===== src/rtl/mem_port_arbiter.sv =====
// Shares one single-port memory between the instruction-fetch (IF) and load/store (D) requesters.
// Latency: grant and memory drive are combinational; read data returns one cycle after the grant, tagged by owner.
// Backpressure: D normally wins; IF is forced through after STARVE_LIMIT consecutive denied cycles.
module mem_port_arbiter #(
    parameter int DW           = 32,
    parameter int AW           = 5,
    parameter int STARVE_LIMIT = 3
) (
    input  logic          clk_i,
    input  logic          rst_i,

    input  logic          if_req_i,
    input  logic [AW-1:0] if_addr_i,
    output logic          if_gnt_o,
    output logic          if_rvalid_o,
    output logic [DW-1:0] if_rdata_o,

    input  logic          d_req_i,
    input  logic          d_we_i,
    input  logic [AW-1:0] d_addr_i,
    input  logic [DW-1:0] d_wdata_i,
    output logic          d_gnt_o,
    output logic          d_rvalid_o,
    output logic [DW-1:0] d_rdata_o,

    output logic          mem_en_o,
    output logic          mem_we_o,
    output logic [AW-1:0] mem_addr_o,
    output logic [DW-1:0] mem_wdata_o,
    input  logic [DW-1:0] mem_rdata_i
);

    typedef enum logic {
        OWNER_IF = 1'b0,
        OWNER_D  = 1'b1
    } owner_e;

    localparam logic [3:0] LIMIT = 4'(STARVE_LIMIT);

    logic [3:0] starve_cnt;
    logic       rvalid_q;
    owner_e     rd_owner_q;
    logic       starved;
    logic       if_win;
    logic       d_win;

    // Pick at most one winner; nothing is granted while reset is held low.
    always_comb begin
        starved = (starve_cnt == LIMIT);
        if_win  = rst_i & if_req_i & (~d_req_i | starved);
        d_win   = rst_i & d_req_i & ~if_win;
    end

    assign if_gnt_o = if_win;
    assign d_gnt_o  = d_win;

    // Steer the winner's request onto the memory port; idle port drives zeros.
    always_comb begin
        mem_en_o    = if_win | d_win;
        mem_we_o    = d_win & d_we_i;
        mem_addr_o  = '0;
        mem_wdata_o = '0;
        if (d_win) begin
            mem_addr_o  = d_addr_i;
            mem_wdata_o = d_wdata_i;
        end else if (if_win) begin
            mem_addr_o = if_addr_i;
        end
    end

    // Count consecutive cycles IF asked but lost, saturating at the limit.
    always_ff @(posedge clk_i) begin
        if (!rst_i) begin
            starve_cnt <= '0;
        end else if (if_req_i & ~if_win) begin
            starve_cnt <= starved ? starve_cnt : starve_cnt + 4'd1;
        end else begin
            starve_cnt <= '0;
        end
    end

    // Remember that a read was issued and who owns the data arriving next cycle.
    always_ff @(posedge clk_i) begin
        if (!rst_i) begin
            rvalid_q   <= 1'b0;
            rd_owner_q <= OWNER_IF;
        end else begin
            rvalid_q   <= mem_en_o & ~mem_we_o;
            rd_owner_q <= d_win ? OWNER_D : OWNER_IF;
        end
    end

    // Route returning read data to its owner; the other side sees zeros.
    // Gating with reset keeps a read issued just before reset from surfacing.
    always_comb begin
        if_rvalid_o = rst_i & rvalid_q & (rd_owner_q == OWNER_IF);
        d_rvalid_o  = rst_i & rvalid_q & (rd_owner_q == OWNER_D);
        if_rdata_o  = if_rvalid_o ? mem_rdata_i : '0;
        d_rdata_o   = d_rvalid_o  ? mem_rdata_i : '0;
    end

endmodule

===== config.mk =====
export PLATFORM = sky130hd
export DESIGN_NAME = mem_port_arbiter
export DESIGN_NICKNAME = d
export VERILOG_FILES = /design/src/rtl/mem_port_arbiter.sv
export SDC_FILE = /design/constraint.sdc
export NUM_CORES = 1
export LEC_CHECK = 0
export BUFFER_PORTS_ARGS = -buffer_cell sky130_fd_sc_hd__buf_2
export CAP_MARGIN = 40
export CORE_AREA = 2 2 73 75
export DETAILED_ROUTE_END_ITERATION = 12
export DIE_AREA = 0 0 75 77
export PLACE_DENSITY_LB_ADDON = 0.15
export SLEW_MARGIN = 0
export SYNTH_ARGS = -nofsm -noshare
export SYNTH_HDL_FRONTEND = slang
export SYNTH_SLANG_ARGS = --single-unit

===== constraint.sdc =====
create_clock -name clk_i -period 1.8 [get_ports clk_i]
set_input_delay 0.09 -clock clk_i [delete_from_list [all_inputs] [get_ports clk_i]]
set_output_delay 0.09 -clock clk_i [all_outputs]
set_load 0.05 [all_outputs]

[Word level (Yosys, flattened, before mapping)]
Cells that the tools add are included.
Cells by class
  $add $sub $neg: 1
  eq/ne operators: 1
  muxes and demuxes: 6
  bitwise operators: 16
  reduce and logical (&&, ||, !) cells: 1
Operators with widths (count)
  2-to-1 mux 32 bit: 3
  AND 1 bit: 10
  2-to-1 mux 5 bit: 2
  adder 4 x 1 -> 4 bit, second input constant: 1
  equality test 4 x 2 -> 1 bit, second input constant: 1
  inverter 1 bit: 4
  bitwise OR 1 bit: 2
  AND reduction 2 bit: 1
  2-to-1 mux 1 bit: 1
Storage, ports and cells
  register bits after elaboration: 6
  input bits: 79
  output and inout bits: 107

[Logic depth before layout (Yosys ltp)]
  word-level depth: 8
  gate-level depth with buffers: 6
  mapped depth without buffers: 4

[Worst setup path after synthesis]
OpenSTA, ideal clock, no wires.
  kind: flip-flop to output port
  start: register starve_cnt[0]
  end: output port mem_addr_o[0]
  arrival: 1.715 ns
  data required time: 1.710 ns
  setup slack: -0.005 ns
  cell stages (with the launch flop): 5
  buffers on the path: 0
  cell sequence: dfxtp_1 > ha_1 > or3b_4 > a21oi_4 > a22o_2
On the way
  cells in the longest elaborated chain, start to end: 6
RTL lines
  from (decl): line 40  | logic [3:0] starve_cnt;
  from (signal assigned): line 76  | starve_cnt <= starved ? starve_cnt : starve_cnt + 4'd1;
  equality test 4 x 2 -> 1 bit *: line 49  | starved = (starve_cnt == LIMIT);
  bitwise OR 1 bit *: line 50  | if_win = rst_i & if_req_i & (~d_req_i | starved);
  AND 1 bit *: line 50
  named net if_gnt_o: line 14  | output logic if_gnt_o,
  inverter 1 bit: line 51  | d_win = rst_i & d_req_i & ~if_win;
  AND 1 bit: line 51
  2-to-1 mux 5 bit *: line 63  | if (d_win) begin
  to (decl): line 28  | output logic [AW-1:0] mem_addr_o,
Mark *: on every way through the listed nets, which the timed path passes. The rest lies on a longest branch.

[Worst setup path in the final report]
  start: register starve_cnt[0]
  end: output port mem_addr_o[3]
On the way
  cells in the longest elaborated chain, start to end: 6
RTL lines (line)
  equality test 4 x 2 -> 1 bit *: 49
  bitwise OR 1 bit *: 50
  AND 1 bit *: 50
  inverter 1 bit: 51
  AND 1 bit: 51
  2-to-1 mux 5 bit *: 63
Every way passes the cells marked *; elsewhere a longest branch is shown, timed or not.

==> results.md <==
- Violated checks: setup timing
- Vias per cell: 4.008
- Worst-Margin Slew: 0.2965 ns
- Starting density of the core: 0.1973
- Crit path kind: reg2out
- # diodes: 0
- FF-to-FF path depth: 5
- Status: finished with violations
- Area grow syn2layout: 126.1%
- Worst path arrival time: 1.73 ns
- Residual DRC: 0
- Max Cap Viol: 0
- DR vias: 1583
- Worst min path class: in2reg
- Final Instance Area: 2221 um^2
- Num CTS Buffers: 3
- Cell taking the most area after synthesis: and2_1
- CTS tree: built
- First-pass GRT wire length: 6410 um
- Detail Route Antenna Nets: 0
- Wire per inst: 11.84 um
- Tot GR Track Use: 0.1435
- Post-layout minimum cycle time: 1.817 ns
- R2R Setup Slk: 0.31 ns
- Cell Area, Placed: 1982 um^2
- Dpl hpwl: 3947 um
- Yosys cell types: 24
- Ys async rst share: 0
- Routed WL: 4677 um
- Synth warnings: 0
- H-tree Lvls: 1
- Die height: 77 um
- Clock sinks: 6
- Crit start category: flop
- Clk buf depth: 2
- Worst-path fanout max: 7
- Fin cells: 395
- Synthesized cell area: 982.2 um^2
- Die Footprint: 5775 um^2
- Commonest cells in the netlist: and2_1, clkbuf_1, dfxtp_1
- Hold Path End: rvalid_q$_SDFF_PN0_
- Syn Inst Count: 141
- Max-slew headroom: 0.8019
- Worst-skew pair later-pin latency: 0.22 ns
- RSZ-0062 raised after global routing: true
- WP data required: 1.71 ns
- Clk_skew: 0.0001333 ns
- Vias in the first global route: 1402
- Grt ovf: 0
- IO buf count: 185
- Register area share after synthesis: 0.1223
- Fmax: 0.5504 GHz
- Setup violations, final: 5
- Area of the core: 4977 um^2
- Slowest-stage cell, CP: or3b_4
- Final Hold Viols: 0
- WHS Path Cells: 2
- Initial DRC Count: 13
- Placed Cells: 389
- Ys flop type: dfxtp_1
- Pleak: 1.377 nW
- Synth top area cells: and2_1, dfxtp_1, a22o_2, clkbuf_1, a21oi_4
- Synthesized flop and latch total: 6
- Mean Syn Cell Area: 6.966 um^2
- EDFF count, synth: 0
- Setup tns final: -0.06352 ns
- Initial antenna violation count: 0
- I/O pin total: 186
- Worst path cell trace: ha_4, or3b_4, a21oi_4, a22o_4, buf_8
- Largest net degree at the start of global routing: 40
- Row cnt: 26
- Setup ws final: -0.01674 ns
- Most numerous cell in the Yosys netlist: and2_1
- Die Wd: 75 um
- Nets: 407
- WP buf/inv: 1
- Post-Syn Nets: 221
- Post-Place Worst Slack: 0.09193 ns
- Crit share post-route: 1.009
- R2r endpoint: rvalid_q$_SDFF_PN0_
- CTS root buf: clkbuf_8
- Reg-to-Reg Start: starve_cnt[0]$_SDFFE_PN0P_
- Gpl congestion: 0.7741
- Reg clk slew, reported paths: 0.04 ns
- Drt pass-1 iters: 2
- Slowest Stage Delay on Critical Path: 0.39 ns
- Worst ir drop on vdd: 0.2375 mV
- Final Slew Violations: 0
- Layout cell share with drive strength beyond 1: 0.6338
- Synth top area share: 0.6178
- Power per standard cell area: 389.4 nW/um^2
- Min-Delay Startpoint: d_we_i
- Crit path max-delay family: compound AO/OA/AOI/OAI gates
- Setup crit end kind: output port
## kinds of logic after synthesis
group	share of synthesized area
AOI/OAI and AO/OA	0.1019
xor gates and xnor gates	0.008919
adders and majority gates	0.01274
buffers and inverters	0.05349
DFF	0.1223
and+or+nand+nor	0.7006
## area by class of cell
cell class | instances | area [um^2]
Fill cell | 501 | 2756
Timing Repair Buffer | 191 | 1106
Tap cell | 70 | 87.58
Inverter | 1 | 3.754
Multi-Input combinational cell | 124 | 859.6
Clock buffer | 3 | 41.29
Sequential cell | 6 | 122.6
## placed cells by master, fill, tap and decap left out, drive strengths merged, types with 3 or more instances in the layout
| cell type | n |
|---|---|
| buf | 166 |
| and2 | 97 |
| clkbuf | 28 |
| dfxtp | 6 |
| a22o | 5 |
| nor2 | 4 |
| a21oi | 4 |
| nand2 | 3 |
## registers in the layout (all words and copies together) (netlist names)
signal	flops
rd_owner_q	1
rvalid_q	1
starve_cnt	4
## where the power goes
part | total [mW] | leakage (nW) | internal (mW) | switching, mW
logic | 0.522 | 1.31 | 0.181 | 0.341
registers | 0.140 | 0.0499 | 0.138 | 0.00214
clock network | 0.202 | 0.0216 | 0.144 | 0.0587
total | 0.865 | 1.38 | 0.463 | 0.402
## metrics by stage
stage	util	hold slack, ns	total power [mW]
floorplan	-	0.1819	0.4576
global placement	0.3982	0.3227	0.6224
detailed placement	0.3982	0.3161	0.6231
CTS	0.4268	0.07931	0.8571
global route	0.4462	0.1057	0.9086
finish	0.4462	0.08132	0.8648
## worst max path at each step
stage | from | end | slack [ns] | cells after the start
6_report | starve_cnt[0]$_SDFFE_PN0P_ | mem_addr_o[3] | -0.02 | 5
5_1_grt | starve_cnt[0]$_SDFFE_PN0P_ | mem_addr_o[3] | -0.06 | 5
4_1_cts | starve_cnt[1]$_SDFFE_PN0P_ | mem_addr_o[4] | -0.05 | 5
3_5_place_dp | starve_cnt[0]$_SDFFE_PN0P_ | mem_addr_o[2] | 0.09 | 5
3_3_place_gp | starve_cnt[0]$_SDFFE_PN0P_ | mem_addr_o[3] | 0.13 | 5
2_1_floorplan | starve_cnt[0]$_SDFFE_PN0P_ | mem_addr_o[0] | 0.01 | 4
## worst register-to-register path: stages (launching register included)
cell	delay, ns
dfxtp_2	0.34
ha_4	0.14
or3b_4	0.40
a21oi_4	0.29
buf_4	0.16
o21bai_1	0.09
## routing by layer
layer / GRT usage / wire, um / vias to the layer above
li1: - / - / 804
met1: 0.1124 / 1395 / 655
met2: 0.2974 / 2600 / 118
met3: 0.04599 / 608 / 6
met4: 0.05893 / 72 / 0
met5: 0 / 0 / -
## timing repair
action / in CTS / in global routing
hold endpoints to repair: 0 / 0
gates resized for setup: 22 / 34
endpoints found under the setup margin: 39 / 31
hold buffers: 0 / 0
setup buffers: 2 / 1
pin swaps: 6 / 3
(Power assumes the default switching activity.)
